===== src/rtl/exec_pkg.sv =====
// Shared execute-stage constants for the multiply/divide sequencer.
package exec_pkg;

    // R-type opcode and the two ALU ops routed to the iterative unit
    localparam logic [4:0] OPC_RTYPE = 5'b00000;
    localparam logic [4:0] ALU_MUL   = 5'b00110;
    localparam logic [4:0] ALU_DIV   = 5'b00111;

    // Exception codes written to the rstatus register
    localparam int unsigned RSTATUS_MUL_OVF  = 4;
    localparam int unsigned RSTATUS_DIV_ZERO = 5;

    typedef enum logic [1:0] {
        StIdle = 2'd0,
        StRun  = 2'd1,
        StWb   = 2'd2
    } md_state_e;

endpackage


===== src/rtl/multdiv_iter_core.sv =====
// Iterative unsigned datapath: shift-add multiplier and restoring divider,
// one result bit per cycle on magnitudes latched at start.
module multdiv_iter_core #(
    parameter int unsigned WIDTH = 32,
    parameter int unsigned ITER  = 32
) (
    input  logic               clk_i,
    input  logic               rst_ni,
    input  logic               start_i,
    input  logic               op_div_i,
    input  logic               abort_i,
    input  logic [WIDTH-1:0]   mag_a_i,
    input  logic [WIDTH-1:0]   mag_b_i,
    output logic               done_o,
    output logic [2*WIDTH-1:0] result_o
);

    localparam int unsigned CntW = $clog2(ITER + 1);

    logic             active_q;
    logic             op_div_q;
    logic [CntW-1:0]  cnt_q;
    logic [WIDTH-1:0] hi_q;   // product high half, or partial remainder
    logic [WIDTH-1:0] lo_q;   // multiplier being consumed, or dividend -> quotient
    logic [WIDTH-1:0] b_q;    // multiplicand or divisor

    logic [WIDTH-1:0] hi_d;
    logic [WIDTH-1:0] lo_d;
    logic [WIDTH:0]   mul_sum;
    logic [WIDTH:0]   div_shift;
    logic [WIDTH-1:0] div_sub;
    logic             div_ge;

    // One iteration step; result_o is the value the registers take on this edge
    always_comb begin
        hi_d      = hi_q;
        lo_d      = lo_q;
        mul_sum   = {1'b0, hi_q} + (lo_q[0] ? {1'b0, b_q} : '0);
        div_shift = {hi_q, lo_q[WIDTH-1]};
        div_ge    = div_shift >= {1'b0, b_q};
        // Remainder after a successful subtract is below the divisor, so WIDTH bits suffice
        div_sub   = div_shift[WIDTH-1:0] - b_q;
        if (op_div_q) begin
            hi_d = div_ge ? div_sub : div_shift[WIDTH-1:0];
            lo_d = {lo_q[WIDTH-2:0], div_ge};
        end else begin
            hi_d = mul_sum[WIDTH:1];
            lo_d = {mul_sum[0], lo_q[WIDTH-1:1]};
        end
        done_o   = active_q && (cnt_q == CntW'(ITER - 1));
        result_o = op_div_q ? {{WIDTH{1'b0}}, lo_d} : {hi_d, lo_d};
    end

    // Operand latch, iteration counter and datapath registers
    always_ff @(posedge clk_i) begin
        if (!rst_ni) begin
            active_q <= 1'b0;
            op_div_q <= 1'b0;
            cnt_q    <= '0;
            hi_q     <= '0;
            lo_q     <= '0;
            b_q      <= '0;
        end else if (start_i) begin
            active_q <= 1'b1;
            op_div_q <= op_div_i;
            cnt_q    <= '0;
            hi_q     <= '0;
            lo_q     <= mag_a_i;
            b_q      <= mag_b_i;
        end else if (active_q) begin
            if (abort_i) begin
                active_q <= 1'b0;
            end else begin
                hi_q  <= hi_d;
                lo_q  <= lo_d;
                cnt_q <= cnt_q + CntW'(1);
                if (done_o) begin
                    active_q <= 1'b0;
                end
            end
        end
    end

endmodule


===== src/rtl/multdiv_controller.sv =====
// Execute-stage sequencer for multi-cycle signed mul/div: owns the FSM, sign and
// exception handling, pipeline stall and the handshaked register-file write.
module multdiv_controller
    import exec_pkg::*;
#(
    parameter int unsigned WIDTH        = 32,
    parameter int unsigned ITER         = 32,
    parameter int unsigned RSTATUS_REG  = 30,
    parameter int unsigned MUL_EXC_CODE = RSTATUS_MUL_OVF,
    parameter int unsigned DIV_EXC_CODE = RSTATUS_DIV_ZERO
) (
    input  logic             clock,
    input  logic             reset,
    input  logic             x_valid,
    input  logic [4:0]       opcode,
    input  logic [4:0]       ALU_op,
    input  logic [4:0]       rd,
    input  logic [WIDTH-1:0] operandA,
    input  logic [WIDTH-1:0] operandB,
    input  logic             flush,
    output logic             stall,
    output logic             busy,
    output logic             wb_valid,
    output logic [4:0]       wb_reg,
    output logic [WIDTH-1:0] wb_data,
    input  logic             wb_ready
);

    md_state_e        state_q;
    logic             op_div_q;
    logic             neg_q;
    logic [4:0]       rd_q;
    logic             wb_valid_q;
    logic [4:0]       wb_reg_q;
    logic [WIDTH-1:0] wb_data_q;

    logic               is_md;
    logic               is_div;
    logic               start;
    logic               div_zero;
    logic [WIDTH-1:0]   mag_a;
    logic [WIDTH-1:0]   mag_b;
    logic               core_done;
    logic [2*WIDTH-1:0] core_result;
    logic [2*WIDTH-1:0] prod_signed;
    logic [WIDTH:0]     prod_upper;
    logic [WIDTH-1:0]   quot_signed;
    logic               mul_ovf;
    logic [4:0]         fin_reg;
    logic [WIDTH-1:0]   fin_data;

    // Instruction decode, operand magnitudes and stall
    always_comb begin
        is_md    = x_valid && (opcode == OPC_RTYPE) && (ALU_op == ALU_MUL || ALU_op == ALU_DIV);
        is_div   = (ALU_op == ALU_DIV);
        start    = (state_q == StIdle) && is_md && !flush;
        div_zero = is_div && (operandB == '0);
        mag_a    = operandA[WIDTH-1] ? -operandA : operandA;
        mag_b    = operandB[WIDTH-1] ? -operandB : operandB;
        // Drops on the write cycle and on a flush so X can advance
        stall    = start
                || (state_q == StRun && !flush)
                || (state_q == StWb && !wb_ready && !flush);
        busy     = (state_q != StIdle);
    end

    multdiv_iter_core #(
        .WIDTH (WIDTH),
        .ITER  (ITER)
    ) u_core (
        .clk_i    (clock),
        .rst_ni   (reset),
        .start_i  (start && !div_zero),
        .op_div_i (is_div),
        .abort_i  (flush && state_q == StRun),
        .mag_a_i  (mag_a),
        .mag_b_i  (mag_b),
        .done_o   (core_done),
        .result_o (core_result)
    );

    // Sign fix-up and overflow detection on the final core result
    always_comb begin
        prod_signed = neg_q ? -core_result : core_result;
        quot_signed = neg_q ? -core_result[WIDTH-1:0] : core_result[WIDTH-1:0];
        prod_upper  = prod_signed[2*WIDTH-1:WIDTH-1];
        // Fits in WIDTH signed bits only if the top WIDTH+1 bits are a sign extension
        mul_ovf     = !((&prod_upper) || !(|prod_upper));
        fin_reg     = rd_q;
        fin_data    = quot_signed;
        if (!op_div_q) begin
            if (mul_ovf) begin
                fin_reg  = 5'(RSTATUS_REG);
                fin_data = WIDTH'(MUL_EXC_CODE);
            end else begin
                fin_data = prod_signed[WIDTH-1:0];
            end
        end
    end

    // Sequencer FSM with registered writeback outputs
    always_ff @(posedge clock) begin
        if (!reset) begin
            state_q    <= StIdle;
            op_div_q   <= 1'b0;
            neg_q      <= 1'b0;
            rd_q       <= '0;
            wb_valid_q <= 1'b0;
            wb_reg_q   <= '0;
            wb_data_q  <= '0;
        end else begin
            unique case (state_q)
                StIdle: begin
                    if (start) begin
                        op_div_q <= is_div;
                        neg_q    <= operandA[WIDTH-1] ^ operandB[WIDTH-1];
                        rd_q     <= rd;
                        if (div_zero) begin
                            state_q    <= StWb;
                            wb_valid_q <= 1'b1;
                            wb_reg_q   <= 5'(RSTATUS_REG);
                            wb_data_q  <= WIDTH'(DIV_EXC_CODE);
                        end else begin
                            state_q <= StRun;
                        end
                    end
                end
                StRun: begin
                    if (flush) begin
                        state_q <= StIdle;
                    end else if (core_done) begin
                        state_q    <= StWb;
                        wb_valid_q <= 1'b1;
                        wb_reg_q   <= fin_reg;
                        wb_data_q  <= fin_data;
                    end
                end
                StWb: begin
                    // Flush takes priority over a grant: no write happens
                    if (flush || wb_ready) begin
                        state_q    <= StIdle;
                        wb_valid_q <= 1'b0;
                    end
                end
                default: begin
                    state_q    <= StIdle;
                    wb_valid_q <= 1'b0;
                end
            endcase
        end
    end

    assign wb_valid = wb_valid_q;
    assign wb_reg   = wb_reg_q;
    assign wb_data  = wb_data_q;

endmodule


===== config.mk =====
export PLATFORM = sky130hd
export DESIGN_NAME = multdiv_controller
export DESIGN_NICKNAME = d
export VERILOG_FILES = /design/src/rtl/exec_pkg.sv /design/src/rtl/multdiv_iter_core.sv /design/src/rtl/multdiv_controller.sv
export SDC_FILE = /design/constraint.sdc
export NUM_CORES = 1
export LEC_CHECK = 0
export BUFFER_PORTS_ARGS = -buffer_cell sky130_fd_sc_hd__buf_2
export CAP_MARGIN = 20
export CORE_ASPECT_RATIO = 1.75
export CORE_MARGIN = 3
export CORE_UTILIZATION = 55
export CTS_BUF_LIST = sky130_fd_sc_hd__clkbuf_4
export CTS_CLUSTER_SIZE = 24
export DETAILED_ROUTE_END_ITERATION = 10
export MAX_ROUTING_LAYER = met4
export PLACE_DENSITY = 0.89
export SLEW_MARGIN = 20
export SYNTH_ARGS = -nofsm -noshare
export SYNTH_HDL_FRONTEND = slang
export SYNTH_SLANG_ARGS = --single-unit
export TNS_END_PERCENT = 100

===== constraint.sdc =====
create_clock -name clock -period 4.5 [get_ports clock]
set_input_delay 0.9 -clock clock [delete_from_list [all_inputs] [get_ports clock]]
set_output_delay 0.9 -clock clock [all_outputs]
set_load 0.02 [all_outputs]

Yosys cells after proc, flatten, opt, wreduce, memory -nomap -nowiden
Index checks and enable logic that the tools add are counted.

storage, ports and cells
  output and inout port bits = 40
  input port bits = 84
  bits in registers = 151

operators by class
  eq/ne operators = 12
  reductions and logical operators = 35
  bitwise logic cells = 3
  $add $sub $neg = 7
  $lt $le $gt $ge = 1
  mux-type cells = 42

operators with widths
  operator                                        number
  2-to-1 mux 32 bit                               16
  2-to-1 mux 64 bit                               2
  negation 32 bit                                 3
  negation 64 bit                                 1
  one-hot mux 32 bit (2 select lines)             1
  adder 32 x 33 -> 33 bit                         1
  greater-or-equal comparator 33 x 32 -> 1 bit    1
  AND reduction 33 bit                            1
  OR reduction 33 bit                             1
  zero test 32 bit                                1
  subtractor 32 bit                               1
  2-to-1 mux 5 bit                                6
  logical AND 1 bit                               11
  == test 5 x 3 -> 1 bit (second input constant)  2
  2-to-1 mux 2 bit                                5
  one-hot mux 5 bit (2 select lines)              1
  AND reduction 5 bit                             2
  2-to-1 mux 1 bit                                9
  != test 2 bit (second input constant)           4
  adder 6 x 1 -> 6 bit (second input constant)    1
  == test 6 x 5 -> 1 bit (second input constant)  1
  one-hot mux 2 bit (3 select lines)              1
  AND reduction 2 bit                             3
  nonzero test 2 bit                              3
  other kinds (13)                                22

Logic depth before layout (Yosys ltp)
  depth in word-level cells = 14
  mapped depth = 20
  mapped depth without buffers = 17

Hierarchy
Synthesis repeated with hierarchy kept, for this count alone.

unflattened totals
  cells, all modules = 1,897
  area, all modules = 14,527.7 µm²

by module, submodules not included
  module              times used  area each (µm²)  cells each
  multdiv_iter_core   1           8,822.2          1,112
  multdiv_controller  1           5,705.5          785

Worst setup path after synthesis
OpenSTA, ideal clock, no wires.

  path type = reg2reg
  start point = register u_core.lo_q[0]
  end point = register wb_data_q[11], in the netlist wb_data[11]
  path buffers = 3
  required time = 4.414 ns
  data arrival time = 4.859 ns
  path slack = -0.445 ns
  setup time = 0.086 ns
  period minus slack after synthesis = 4.945 ns
  stages on the path, launching flop included = 20
  cells stage by stage = dfxtp_1 > clkbuf_1 > and2_1 > ha_1 > fa_1 > a211oi_2 > o21bai_1 > a211o_1 > a311oi_4 > nand2_2 > nor2_1 > or4b_4 > buf_6 > o31a_1 > xnor2_1 > a2111oi_0 > nor4b_4 > a41oi_4 > buf_6 > o31ai_2

on the way
  word-level cells in the longest chain between the ends = 14

RTL lines
  element                                  RTL line                   text
  start: declaration                       multdiv_iter_core.sv:24    logic [WIDTH-1:0] lo_q;
  start signal: assignment                 multdiv_iter_core.sv:68    lo_q <= mag_a_i;
  start signal: assignment                 multdiv_iter_core.sv:75    lo_q <= lo_d;
  2-to-1 mux 32 bit                        multdiv_iter_core.sv:38    mul_sum = {1'b0, hi_q} + (lo_q[0] ? {1'b0, b_q} : '0);
  adder 32 x 33 -> 33 bit                  multdiv_iter_core.sv:38
  2-to-1 mux 32 bit                        multdiv_iter_core.sv:43    if (op_div_q) begin
  2-to-1 mux 64 bit (*)                    multdiv_iter_core.sv:51    result_o = op_div_q ? {{WIDTH{1'b0}}, lo_d} : {hi_d, lo_d};
  negation 64 bit                          multdiv_controller.sv:84   prod_signed = neg_q ? -core_result : core_result;
  2-to-1 mux 64 bit                        multdiv_controller.sv:84
  OR reduction 33 bit                      multdiv_controller.sv:88   mul_ovf = !((&prod_upper) || !(|prod_upper));
  zero test 1 bit                          multdiv_controller.sv:88
  logical OR 1 bit                         multdiv_controller.sv:88
  2-to-1 mux 32 bit                        multdiv_controller.sv:92   if (mul_ovf) begin
  2-to-1 mux 32 bit (*)                    multdiv_controller.sv:91   if (!op_div_q) begin
  2-to-1 mux 32 bit (*)                    multdiv_controller.sv:131  end else if (core_done) begin
  2-to-1 mux 32 bit (*)                    multdiv_controller.sv:129  if (flush) begin
  one-hot mux 32 bit (2 select lines) (*)  multdiv_controller.sv:112  unique case (state_q)
  end signal: assignment                   multdiv_controller.sv:122  wb_data_q <= WIDTH'(DIV_EXC_CODE);
  end signal: assignment                   multdiv_controller.sv:135  wb_data_q <= fin_data;
  end: declaration                         multdiv_controller.sv:35   logic [WIDTH-1:0] wb_data_q;

Mark *: on every way between the ends. The rest lies on a longest branch, timed or not. The select of a mux whose other input is x is not followed.
A chain may end at the register's enable or synchronous reset.

Final worst setup path
  start point = register u_core.lo_q[0]
  end point = register wb_data_q[27], in the netlist wb_data[27]

Same word-level chain as after synthesis.

==> results.txt <==
* Status: complete, but fails checks
* Violated checks: negative setup slack
- PnR Total Power: 2.483 mW
- Setup repair after global routing could not meet its margin everywhere.
- Worst path max stage delay: 0.51 ns
- In this run the power density over the cells is 131.9 mW/mm^2.
- Most used cell along the critical path: buf_12
* Hold Path Depth: 3
- Count of H-tree levels built during CTS: 4
- Maximum operating frequency: 202.8 MHz
- Total half-perimeter wirelength after legalization and detailed placement: 44.32 mm
* DR vias/cell: 6.666
- Reg-to-reg critical path endpoint: wb_data[27]$_SDFFE_PN0P_
- The worst path uses 109.6% of the clock period.
- DIE HEIGHT: 223.1 um
- Count of endpoints failing hold in the final timing report: 0
- Setup violations remaining at the end of the flow were counted as 37.
* Post-route cell area: 0.01882 mm^2
* Clock Sinks: 151
- The count of nets left with antenna violations once routing finished came out at 0.
- Cell area reported after detailed placement: 0.01801 mm^2
* Effective utilization at floorplan: 56.44%
* Wire length per cell: 22.06 um
- Worst-case register-to-register setup slack: -0.43 ns
- Antenna violations before repair: 1
- Source-to-sink clock delay at the later pin of the worst-skew pair: 0.65 ns
- Synthesis-stage register bit count: 151
- EDFF count, synth: 0
- Of all nets on the critical path, the largest fanout is 25.
- For the worst setup path, the data arrival time is 5.48 ns.
- Top cells by area, synth: dfxtp_1, nor2_1, xnor2_1
* Main flop type after synthesis: dfxtp_1
- TritonCTS built the clock tree.
* Post-layout worst setup margin: -0.4315 ns
- Total wirelength of the detailed-routed design: 60.06 mm
* Critical Path RT: 5.05 ns
* Classification of the worst setup path: register to register
- The clock passes through at most 2 buffers.
* Final Hold Slack: 0.4718 ns
- nor2_1 is the most common cell in the netlist.
- Die ar.: 0.02902 mm^2
- Pin slew with the least headroom to its limit: 1.163 ns
- After synthesis, the largest area contributor takes up 20.40% of total cell area.
- Summed over all cells, the static leakage comes to 7.816 nW.
- Before antenna repair, the detailed router went through 8 iterations.
- In the final layout, the share of cells above drive strength 1 is 27.28%.
- The via count of the first global-routing pass was 17500.
* Buffer type at the clock tree root: clkbuf_4
- The first global-routing pass estimated 89.71 mm of wire.
- Aggregate global-route resource usage: 40.03%
- Headroom to the max-slew limit came out at 21.77%.
* Number of warning messages in the yosys log: 0
- Type of origin of the critical path: register
* Leading cell types by count after synthesis: nor2_1, a21oi_1, nand2_1
- The worst path in the final design needs a cycle of 4.931 ns, including I/O delays and setup.
- Cell taking the most area after synthesis: dfxtp_1
- Launching point of the worst reg2reg path: u_core.lo_q[0]$_SDFFE_PN0P_
- The largest individual stage delay along the critical path comes from the cell or4b_4.
* Aggregate global routing overflow: 0
- Most crowded layer after global routing: met2
- Max-slew violation count: 0
- Global-route track usage on met1: 39.13%
- Number of top-level pins: 124
- Largest net degree at the start of global routing: 69
- Launching instance or port of the critical path: u_core.lo_q[0]$_SDFFE_PN0P_
- Met3 Track Usage GR: 6.133%
- Number of CTS-inserted buffers: 17
- After clock tree synthesis, the clock-pin slew on the worst setup and hold paths is 0.15 ns.
- Netlist area before placement: 0.01482 mm^2
- Across the routed clock network, the largest skew measured is 0.02296 ns.
* Via count of the routed design: 18140
- Worst Reg-to-Reg Cells: 19
* Post-Synthesis Net Count: 2169
* Total number of nets in the final design: 2541
* Seq/Total Area, Yosys: 20.40%
- Final GP Congestion: 1.022
- Number of port buffers: 123
* Worst-case vdd ir drop: 296.9 uV
* Hold path start: rd[0]
* Kind of path behind the tightest hold check: input port to register
- Global routing used 67.84% of the available met2 tracks.
- Async SR Flop Fraction: 0%
* Number of max-cap violations: 0
- In this run, distinct cell masters in the synthesized netlist total 102.
* CP cell instances: and2_4 > ha_4 > fa_2 > a211oi_2 > buf_4 > o21bai_4 > a211o_1 > a311oi_4 > nand2_2 > nor2_4 > or4b_4 > buf_12 > o31ai_4 > xor2_2 > o211ai_1 > nor4b_4 > a41oi_4 > buf_12 > o31ai_2
* Number of remaining DRC errors: 0
* Initial drt markers: 1806
* Hold path endpoint: rd_q[0]$_SDFFE_PN0P_
- The critical path contains buffers and inverters numbering 3 combined.
- Dividing the synthesized area by the synthesized cell count gives 7.350 um^2.
* Largest delay share family, worst path: compound AO/OA/AOI/OAI gates
- Core ar.: 0.02625 mm^2
- Gate count of the mapped netlist: 2016
* Critical Path Sink Type: register
- Die width: 130.1 um
* Number of cell rows: 78
- Synthesis-to-finish area growth: 27.01%
-- cells by family (layout without fill, tap and decap cells) --
logic type	after synthesis	after routing	share of synthesized area, %
AO/OA/AOI/OAI	678	678	31.72
XOR/XNOR	139	139	8.267
adder cells (fa/ha/maj)	69	69	5.928
buffers and inverters	198	583	5.548
flip-flops	151	151	20.40
multiplexers	49	49	3.437
other	0	1	0
AND/OR/NAND/NOR	732	732	24.70
-- repair_timing --
action                                  in CTS  in global routing
setup buffers                                6                  7
hold buffers                                 0                  0
resized for setup                           17                 50
endpoints found under the setup margin      37                 39
pin swaps                                    7                 13
gates cloned                                 0                  4
-- cells in the final DEF, fill, tap and decap left out, drive strengths merged, types with 14 or more instances in the layout --
cell type	instances
o211ai	24
o21a	22
nor2b	14
a21o	28
xor2	42
o21ai	150
nand4	24
nor3	73
a21oi	162
nand2b	16
nor4	23
mux2i	44
inv	70
a211oi	82
a32oi	32
nand2	162
clkbuf	21
ha	67
nand3	37
and2	44
buf	480
xnor2	97
or3	25
nor2	236
dfxtp	151
o31ai	58
-- per-layer routing --
metal	vias up	part of all wire [%]
li1	8223	-
met1	8443	33
met2	1031	49
met3	447	6.1
met4	0	11
met5	-	0
-- area by class of cell --
class	instances	area [um^2]
Antenna cell	1	2.502
Clock buffer	18	135.1
Clock inverter	14	127.6
Fill cell	2023	7435
Inverter	68	255.2
Multi-Input combinational cell	1667	11380
Sequential cell	151	3032
Tap cell	320	400.4
Timing Repair Buffer	483	3481
-- worst register-to-register path, stage by stage, from the launching register on --
cell and delay (ns):
dfxtp_4 0.39, and2_4 0.14, ha_4 0.15, fa_2 0.38, a211oi_2 0.25, buf_4 0.18
o21bai_4 0.06, a211o_1 0.32, a311oi_4 0.31, nand2_2 0.13, nor2_4 0.11, or4b_4 0.51
buf_12 0.16, o31ai_4 0.24, xor2_2 0.18, o211ai_1 0.18, nor4b_4 0.45, a41oi_4 0.21
buf_12 0.22, o31ai_2 0.23
-- power by group --
part | leakage (nW) | internal, mW | total [mW] | switching [mW]
registers | 1.22 | 1.34 | 1.34 | 0.00104
logic | 6.47 | 0.120 | 0.293 | 0.173
clock network | 0.130 | 0.283 | 0.852 | 0.570
total | 7.82 | 1.74 | 2.48 | 0.744
-- worst max-delay path by stage --
stage	endpoint	slack, ns	depth (start not counted)
final	wb_data[27]$_SDFFE_PN0P_	-0.43	19
after global routing	wb_data[27]$_SDFFE_PN0P_	-0.69	16
after CTS	wb_reg[3]$_SDFFE_PN0P_	-0.41	19
after global placement	wb_data[28]$_SDFFE_PN0P_	-0.42	19
after floorplan	wb_data[11]$_SDFFE_PN0P_	-0.15	20
after detailed placement	wb_data[4]$_SDFFE_PN0P_	-0.55	19
-- stage by stage --
step           util [%]  TNS [ns]  worst slack, ns  instances
2_1_floorplan         -    -5.156          -0.1532       2016
4_1_cts           70.06    -13.45          -0.4057       2710
3_5_place_dp      68.59    -17.67          -0.5481       2672
6_report          71.68    -14.25          -0.4315       2722
3_3_place_gp      68.59    -14.32          -0.4197       2672
5_1_grt           71.68    -23.27          -0.6918       2722
Note: power is estimated with default switching activity, not from simulation.
